<file path="src/rtl/ggc_loader.sv">
// ---------------------------------------------------------------------------
// ggc_loader
// Decodes NES Game Genie codes (6 or 8 letters, 4-bit letter values) into
// address / compare / replace bytes and writes them into the next free cheat
// slot through a {slot, byte} addressed register write port. All slots are
// disabled automatically after reset and on a clr pulse.
//
// Ports
//   clk, rst          : clock, synchronous active-high reset
//   in_nib/in_last/
//   in_valid/in_ready : letter stream (valid/ready handshake)
//   clr               : single-cycle request to disable every slot
//   wr_we/wr_addr/
//   wr_data           : slot register write port, addr = {slot[5:0], byte[1:0]}
//   busy              : high while writing a slot or clearing
//   slots_used/full   : number of loaded slots, all slots loaded
//   err/err_code      : one-cycle error pulse, 1 = bad length, 2 = slots full
// ---------------------------------------------------------------------------
module ggc_loader #(
  parameter int unsigned SLOTS = 8
) (
  input  logic       clk,
  input  logic       rst,
  input  logic [3:0] in_nib,
  input  logic       in_last,
  input  logic       in_valid,
  output logic       in_ready,
  input  logic       clr,
  output logic       wr_we,
  output logic [7:0] wr_addr,
  output logic [7:0] wr_data,
  output logic       busy,
  output logic [6:0] slots_used,
  output logic       full,
  output logic       err,
  output logic [1:0] err_code
);

  localparam int unsigned NIB_W   = 4;
  localparam int unsigned MAX_LET = 8;
  localparam logic [1:0]  ERR_LEN  = 2'd1;
  localparam logic [1:0]  ERR_FULL = 2'd2;

  // Byte offsets inside a slot
  localparam logic [1:0] B_ADDR_LO = 2'd0;
  localparam logic [1:0] B_ENABLE  = 2'd1;
  localparam logic [1:0] B_CMP     = 2'd2;
  localparam logic [1:0] B_REP     = 2'd3;

  typedef enum logic [1:0] {
    ST_COLLECT = 2'd0,
    ST_WRITE   = 2'd1,
    ST_CLEAR   = 2'd2
  } state_t;

  state_t           r_state;
  logic [NIB_W-1:0] r_nib [MAX_LET];
  logic [3:0]       r_count;
  logic             r_ovf;
  logic [1:0]       r_phase;
  logic             r_clr_pend;
  logic             r_clr_arm;
  logic [5:0]       r_cidx;
  logic [7:0]       r_b1;
  logic [7:0]       r_b2;
  logic [7:0]       r_b3;

  logic             r_in_ready;
  logic             r_wr_we;
  logic [7:0]       r_wr_addr;
  logic [7:0]       r_wr_data;
  logic             r_busy;
  logic [6:0]       r_slots_used;
  logic             r_full;
  logic             r_err;
  logic [1:0]       r_err_code;

  logic             w_accept;
  logic [NIB_W-1:0] w_nib [MAX_LET];
  logic             w_long;
  logic             w_len_ok;
  logic [14:0]      w_addr;
  logic [7:0]       w_rep;
  logic [7:0]       w_cmp;
  logic [5:0]       w_slot;

  assign w_accept = in_valid & r_in_ready;
  assign w_slot   = r_slots_used[5:0];

  // Letter view with the letter being accepted this cycle already in place,
  // so the final letter can be decoded on the same edge that accepts it.
  always_comb begin
    for (int i = 0; i < MAX_LET; i++) begin
      w_nib[i] = (w_accept && (r_count == 4'(i))) ? in_nib : r_nib[i];
    end
  end

  // Total length is r_count + 1 when the last letter arrives.
  assign w_long   = (r_count == 4'd7);
  assign w_len_ok = !r_ovf && ((r_count == 4'd5) || (r_count == 4'd7));

  // Game Genie bit scramble
  always_comb begin
    w_addr = {w_nib[3][2:0], w_nib[4][3], w_nib[5][2:0], w_nib[1][3],
              w_nib[2][2:0], w_nib[3][3], w_nib[4][2:0]};
    w_rep  = {w_nib[0][3], w_nib[1][2:0],
              (w_long ? w_nib[7][3] : w_nib[5][3]), w_nib[0][2:0]};
    // Six-letter codes use compare == replace, which disables the compare
    w_cmp  = w_long ? {w_nib[6][3], w_nib[7][2:0], w_nib[5][3], w_nib[6][2:0]}
                    : w_rep;
  end

  // Control FSM; every output is registered one cycle ahead of its use
  always_ff @(posedge clk) begin
    if (rst) begin
      r_state      <= ST_CLEAR;
      for (int i = 0; i < MAX_LET; i++) r_nib[i] <= '0;
      r_count      <= '0;
      r_ovf        <= 1'b0;
      r_phase      <= '0;
      r_clr_pend   <= 1'b0;
      r_clr_arm    <= 1'b1;
      r_cidx       <= '0;
      r_b1         <= '0;
      r_b2         <= '0;
      r_b3         <= '0;
      r_in_ready   <= 1'b0;
      r_wr_we      <= 1'b0;
      r_wr_addr    <= '0;
      r_wr_data    <= '0;
      r_busy       <= 1'b0;
      r_slots_used <= '0;
      r_full       <= 1'b0;
      r_err        <= 1'b0;
      r_err_code   <= '0;
    end else begin
      r_err      <= 1'b0;
      r_err_code <= '0;

      case (r_state)
        ST_COLLECT: begin
          if (clr) begin
            // Drop any partial code and start clearing from slot 0
            r_count    <= '0;
            r_ovf      <= 1'b0;
            r_state    <= ST_CLEAR;
            r_cidx     <= '0;
            r_in_ready <= 1'b0;
            r_busy     <= 1'b1;
            r_wr_we    <= 1'b1;
            r_wr_addr  <= {6'd0, B_ENABLE};
            r_wr_data  <= 8'h00;
          end else if (w_accept) begin
            if (in_last) begin
              r_count <= '0;
              r_ovf   <= 1'b0;
              if (!w_len_ok) begin
                r_err      <= 1'b1;
                r_err_code <= ERR_LEN;
              end else if (r_full) begin
                r_err      <= 1'b1;
                r_err_code <= ERR_FULL;
              end else begin
                r_state    <= ST_WRITE;
                r_phase    <= 2'd0;
                r_in_ready <= 1'b0;
                r_busy     <= 1'b1;
                r_wr_we    <= 1'b1;
                r_wr_addr  <= {w_slot, B_ADDR_LO};
                r_wr_data  <= w_addr[7:0];
                r_b1       <= {1'b1, w_addr[14:8]};
                r_b2       <= w_cmp;
                r_b3       <= w_rep;
              end
            end else if (r_count < 4'(MAX_LET)) begin
              r_nib[r_count[2:0]] <= in_nib;
              r_count             <= r_count + 4'd1;
            end else begin
              r_ovf <= 1'b1;
            end
          end
        end

        ST_WRITE: begin
          if (clr) r_clr_pend <= 1'b1;
          case (r_phase)
            2'd0: begin
              r_wr_addr <= {w_slot, B_CMP};
              r_wr_data <= r_b2;
              r_phase   <= 2'd1;
            end
            2'd1: begin
              r_wr_addr <= {w_slot, B_REP};
              r_wr_data <= r_b3;
              r_phase   <= 2'd2;
            end
            2'd2: begin
              // Enable byte last so the slot arms with all bytes valid
              r_wr_addr <= {w_slot, B_ENABLE};
              r_wr_data <= r_b1;
              r_phase   <= 2'd3;
            end
            default: begin
              r_slots_used <= r_slots_used + 7'd1;
              r_full       <= ((r_slots_used + 7'd1) == 7'(SLOTS));
              r_phase      <= 2'd0;
              r_clr_pend   <= 1'b0;
              if (r_clr_pend || clr) begin
                r_state   <= ST_CLEAR;
                r_cidx    <= '0;
                r_wr_we   <= 1'b1;
                r_wr_addr <= {6'd0, B_ENABLE};
                r_wr_data <= 8'h00;
              end else begin
                r_state    <= ST_COLLECT;
                r_in_ready <= 1'b1;
                r_busy     <= 1'b0;
                r_wr_we    <= 1'b0;
                r_wr_addr  <= '0;
                r_wr_data  <= '0;
              end
            end
          endcase
        end

        ST_CLEAR: begin
          if (r_clr_arm) begin
            // First cycle after reset: nothing presented yet
            r_clr_arm <= 1'b0;
            r_cidx    <= '0;
            r_busy    <= 1'b1;
            r_wr_we   <= 1'b1;
            r_wr_addr <= {6'd0, B_ENABLE};
            r_wr_data <= 8'h00;
          end else if (r_cidx == 6'(SLOTS - 1)) begin
            r_slots_used <= '0;
            r_full       <= 1'b0;
            r_state      <= ST_COLLECT;
            r_in_ready   <= 1'b1;
            r_busy       <= 1'b0;
            r_wr_we      <= 1'b0;
            r_wr_addr    <= '0;
            r_wr_data    <= '0;
          end else begin
            r_cidx    <= r_cidx + 6'd1;
            r_wr_addr <= {6'(r_cidx + 6'd1), B_ENABLE};
            r_wr_data <= 8'h00;
          end
        end

        default: begin
          r_state <= ST_CLEAR;
        end
      endcase
    end
  end

  assign in_ready   = r_in_ready;
  assign wr_we      = r_wr_we;
  assign wr_addr    = r_wr_addr;
  assign wr_data    = r_wr_data;
  assign busy       = r_busy;
  assign slots_used = r_slots_used;
  assign full       = r_full;
  assign err        = r_err;
  assign err_code   = r_err_code;

endmodule

</file>
<file path="config.mk">
export PLATFORM = sky130hd
export DESIGN_NAME = ggc_loader
export DESIGN_NICKNAME = d
export VERILOG_FILES = /design/src/rtl/ggc_loader.sv
export SDC_FILE = /design/constraint.sdc
export NUM_CORES = 1
export LEC_CHECK = 0
export CAP_MARGIN = 20
export CORE_UTILIZATION = 58
export CTS_CLUSTER_SIZE = 25
export DETAILED_ROUTE_END_ITERATION = 6
export GPL_ROUTABILITY_DRIVEN = 0
export GPL_TIMING_DRIVEN = 0
export PLACE_DENSITY = 0.77
export RECOVER_POWER = 25
export SKIP_CTS_REPAIR_TIMING = 1
export SLEW_MARGIN = 20
export SYNTH_ARGS = -nofsm -noshare
export SYNTH_HDL_FRONTEND = slang
export SYNTH_SLANG_ARGS = --single-unit
</file>
<file path="constraint.sdc">
create_clock -name clk -period 2.5 [get_ports clk]
set_input_delay 0.375 -clock clk [delete_from_list [all_inputs] [get_ports clk]]
set_output_delay 0.375 -clock clk [all_outputs]
set_load 0.05 [all_outputs]
</file>
# Word-level counts from Yosys, hierarchy flattened

Memories as Yosys holds them, arrays and structs flattened.
Index checks and enable logic that the tools add are counted.

Memories kept: 1
Memory bits (writable): 32
Output and inout bits: 30
Register bits: 71
Input port bits: 9

$add $sub $neg: 3
Equal/unequal tests: 32
Muxes and demuxes: 106
Order comparisons: 1
Bitwise operators: 7
Reduce and logical (&&, ||, !) cells: 36

Memory list:

| memory | words | bits a word | read ports | clocked after Yosys merged registers in | wr ports | line | text |
|---|---|---|---|---|---|---|---|
| r_nib  | 8     | 4           | 8          | 0                                       | 8        | 57   | `logic [NIB_W-1:0] r_nib [MAX_LET];` |

Operator list:

| cell                                                            | number |
|---|---|
| 8-bit two-way mux                                               | 13 |
| 8-bit case mux with 3 select lines                              | 4 |
| 4-bit two-way mux                                               | 12 |
| 1-bit two-way mux                                               | 43 |
| 2-bit two-way mux                                               | 15 |
| 6-bit two-way mux                                               | 5 |
| 2-bit != test, second input constant                            | 11 |
| 7-bit two-way mux                                               | 3 |
| 3-bit != test, second input constant                            | 7 |
| 6-bit case mux with 3 select lines                              | 1 |
| 4-bit by 3-bit == test with 1-bit output, second input constant | 4 |
| 7-bit case mux with 2 select lines                              | 1 |
| 7-bit AND reduction                                             | 2 |
| 2-bit case mux with 3 select lines                              | 2 |
| 6-bit AND reduction                                             | 2 |
| 5-bit AND reduction                                             | 2 |
| 1-bit logical AND                                               | 9 |
| 1-bit case mux with 3 select lines                              | 3 |
| 9-bit AND reduction                                             | 1 |
| 4-bit by 2-bit == test with 1-bit output, second input constant | 2 |
| 8-bit AND reduction                                             | 1 |
| 7-bit by 1-bit adder with 7-bit output, second input constant   | 1 |
| 7-bit by 4-bit == test with 1-bit output, second input constant | 1 |
| 6-bit by 1-bit adder with 6-bit output, second input constant   | 1 |
| other kinds (25)                                                | 39 |

# Logic depth before layout (Yosys ltp)

Depth after elaboration: 10
Mapped depth: 9
Gate-level depth less buffers: 7

# Least setup slack after synthesis

OpenSTA, ideal clock, no wires.

Path type: reg-to-reg
Start point: register r_in_ready, in the netlist in_ready
End point: memory r_nib[5][0] (enable)
Stages on the path, launching flop included: 6
Path buffers: 1
Arrival time: 1.901 ns
Period minus slack after synthesis: 2.263 ns
Slack: 0.237 ns
Required time: 2.139 ns
Path through: dfxtp_1 > buf_2 > nand3b_1 > nor3_1 > nand3_1 > o21ai_0

RTL lines:

| what                     | line | text |
|---|---|---|
| start: declaration       | 68   | `logic r_in_ready;` |
| start signal: assignment | 127  | `r_in_ready <= 1'b0;` |
| start signal: assignment | 148  | `r_in_ready <= 1'b0;` |
| start signal: assignment | 166  | `r_in_ready <= 1'b0;` |
| end: declaration         | 57   |  |

==> out/qor.txt <==
Max_cap viols: 0
Ys flop type: dfxtp_1
Final Critical Period: 2371 ps
Number of cells in the finished layout apart from fillers: 735
Initial Util: 60.34%
Global route overflow: 0
GRT Resource Usage Total: 31.41%
Max Freq: 0.4217 GHz
Critical R2R Launch: r_state[0]
Crit-path max cell delay: 480 ps
Diode count: 0
Setup violators final: 0
Final Power: 2.917 mW
Sw Share: 25.98%
Cells after Synth: 573
# nets final: 646
Required @ worst endpoint: 2520 ps
Mean post-synth cell area: 9.274 um2
Period Utilization, post-route: 94.86%
Clock slew at reported path FFs: 110 ps
Clock skew: 10.81 ps
Drt first-iter violations: 381
Outcome: finished with violations
Area delta synth->final: 13.66%
Vias in the first global route: 4480
First-pass iteration count of the detailed router: 7
Syn Nets: 597
Worst Setup EP: r_nib[1][0]
WS Path Type: reg -> reg
Die ar.: 9548 um2
Worst Path Max Fanout: 9
Cell variety after synth: 70
Die Y-Extent: 97.72 um
Final core utilization: 68.58%
Max stage delay cell, worst path: o21ai_0
CP cell instances: inv_1 -> ha_1 -> nand2b_1 -> clkbuf_1 -> nor3_4 -> nand2_1 -> o21ai_0
Critical path launch point: r_state[0]
Core ar.: 8806 um2
Post-synth top area cell: dfxtp_1
CTS max path bufs: 2
Fin. max-slew vios: 0
Placed inst area: 5829 um2
Routed WL per cell: 19.67 um
Internal power: 2.159 mW
# DRC: 10
TritonCTS clock tree: built
RSZ-0062 raised after global routing: yes
Max VDD drop: 0.2461 mV
Number of synthesized flops with an enable pin: 31
CP endpoint kind: flip-flop
Worst EP arrival: 2390 ps
Setup Total Neg Slack: 0 ps
Post-route ant nets: 0
Top cells by area, synth: dfxtp_1 (27%), edfxtp_1 (18%), nor2_1 (4.2%), and2_1 (4.0%), nand2_1 (4.0%)
DR vias: 4704
Antenna violations before repair: 0
Vias per inst: 6.400
Pwr dens: 483.0 nW/um2
Largest net degree at the start of global routing: 19
H-tree Lvls: 3
P_sw: 757.7 uW
CTS Root Cell: clkbuf_8
Slew @ Worst Pin: 744.3 ps
Failing checks: design-rule violations
Die X: 97.72 um
Yosys reg bits: 102
Clock group share of total power: 34.4%
Synthesis Warnings: 0
DP HPWL: 10750 um
Combinational power share: 5.7%
R2R setup slack: 130 ps
Synth top area share: 26.75%
Sequential fraction of the synthesis area: 44.27%
Clock Sink Count: 102
Total Wirelength: 14460 um
Class of the worst hold path: reg -> reg
First-pass GRT wire length: 23340 um
Number of CTS-inserted buffers: 9
IO Port Bufs: 38
Rows: 34
Reg2reg path depth: 7
Capturing point of the worst reg2reg path: r_nib[1][0]
Final instance area: 6040 um2
Cell area after synthesis: 5314 um2
Critical path launch point type: flip-flop
Skew-Pair Late Insertion Delay: 370 ps
Placed insts: 719
Final hold violations: 0
Asr flop ratio synth: 0%
Share of cells above drive strength 1: 11.00%
Slew HR: 50.38%
IO Pins: 39
Part of the power in registers: 59.9%
Static leakage: 2.247 nW
## synth_stat cells, types with 5 or more instances
cell type,count
inv_1,12
clkbuf_1,26
nor2_1,60
o21ai_0,19
nand3_1,29
o32ai_1,5
o22ai_1,5
dfxtp_1,71
a311oi_1,18
nand2_1,56
a222oi_1,8
mux2i_1,12
and2_1,34
ha_1,15
a21oi_1,24
a211oi_1,7
a31oi_1,6
nand2b_1,6
nor3_1,18
or3_1,9
buf_2,11
o221a_2,8
edfxtp_1,31
## critical path, delay by kind of cell, from the launching register on
| kind | cells | cell delay, ps |
|---|---|---|
| adder cells (fa/ha/maj) | 1 | 180 |
| flip-flops | 1 | 360 |
| AO/OA/AOI/OAI | 1 | 480 |
| AND/OR/NAND/NOR | 3 | 610 |
| buffers and inverters | 2 | 370 |
## per-layer routing
metal,global-route usage (%),wire length (um),vias to the layer above
li1,-,-,2213
met1,38.98,5872,2252
met2,54.56,7217,206
met3,4.460,989,33
met4,13.64,379,0
met5,0,0,-
## layout make-up
| cell class | count | area, um2 |
|---|---|---|
| fillers | 724 | 2766 |
| plain buffers | 43 | 217.7 |
| multi-input cells | 415 | 2723 |
| well taps | 108 | 135.1 |
| clock buffers | 10 | 127.6 |
| flip-flops and latches | 102 | 2352 |
| clock inverters | 6 | 55.05 |
| inverters | 13 | 48.80 |
| repair buffers | 38 | 380.4 |
## cell usage in the layout (no fill, tap or decap), types with 16 or more instances in the layout
cell type	synthesis	final
nand3_1	29	28
nor2_1	60	60
nor3_1	18	16
edfxtp_1	31	31
a21oi_1	24	24
nand2_1	56	56
a311oi_1	18	18
dfxtp_1	71	71
dlygate4sd3_1	0	28
o21ai_0	19	16
clkbuf_1	26	28
and2_1	34	32
## worst min-delay path by stage
stage	startpoint	to	slack (ps)	depth (start not counted)
after floorplan	r_ovf	r_ovf	430	1
after global placement	r_ovf	r_ovf	440	1
after detailed placement	r_ovf	r_ovf	450	1
after CTS	wr_addr[1]	wr_addr[1]	470	2
after global routing	wr_addr[1]	wr_addr[1]	490	2
final	wr_addr[1]	wr_addr[1]	470	2
## power by group through the flow
stage	Clock, mW	Sequential [mW]	Combinational (mW)
detailed placement	0	1.78	0.166
CTS	0.994	1.75	0.166
floorplan	0	1.80	0.0755
finish	1.00	1.75	0.168
global placement	0	1.78	0.161
global route	1.06	1.75	0.177
## sequential cells by signal, indices dropped and copies added, names as in the netlist, 2 cells and up
| signal | cells |
|---|---|
| wr_data | 8 |
| slots_used | 7 |
| r_b2 | 8 |
| r_b3 | 8 |
| wr_addr | 8 |
| r_count | 4 |
| r_phase | 2 |
| err_code | 2 |
| r_b1 | 8 |
| r_cidx | 6 |
| r_state | 2 |
| r_nib | 31 |
## per-stage QoR
stage | worst slack, ps | hold slack [ps]
floorplan | 237.1 | 431.3
global placement | -444.5 | 444.0
detailed placement | -582.3 | 452.7
CTS | -255.9 | 473.9
global route | -103.1 | 489.4
finish | 128.6 | 468.3
## cell families (layout without fill, tap and decap cells)
kind of cell | count (synthesis) | after routing | share of synthesized area (%)
buffers and inverters | 56 | 110 | 5.015
muxes | 12 | 12 | 2.261
AOI/OAI and AO/OA | 140 | 140 | 20.81
and+or+nand+nor | 243 | 243 | 23.29
DFF | 102 | 102 | 44.27
xor gates and xnor gates | 5 | 5 | 0.8243
adders and majority gates | 15 | 15 | 3.532
Note: power is estimated with default switching activity, not from simulation.
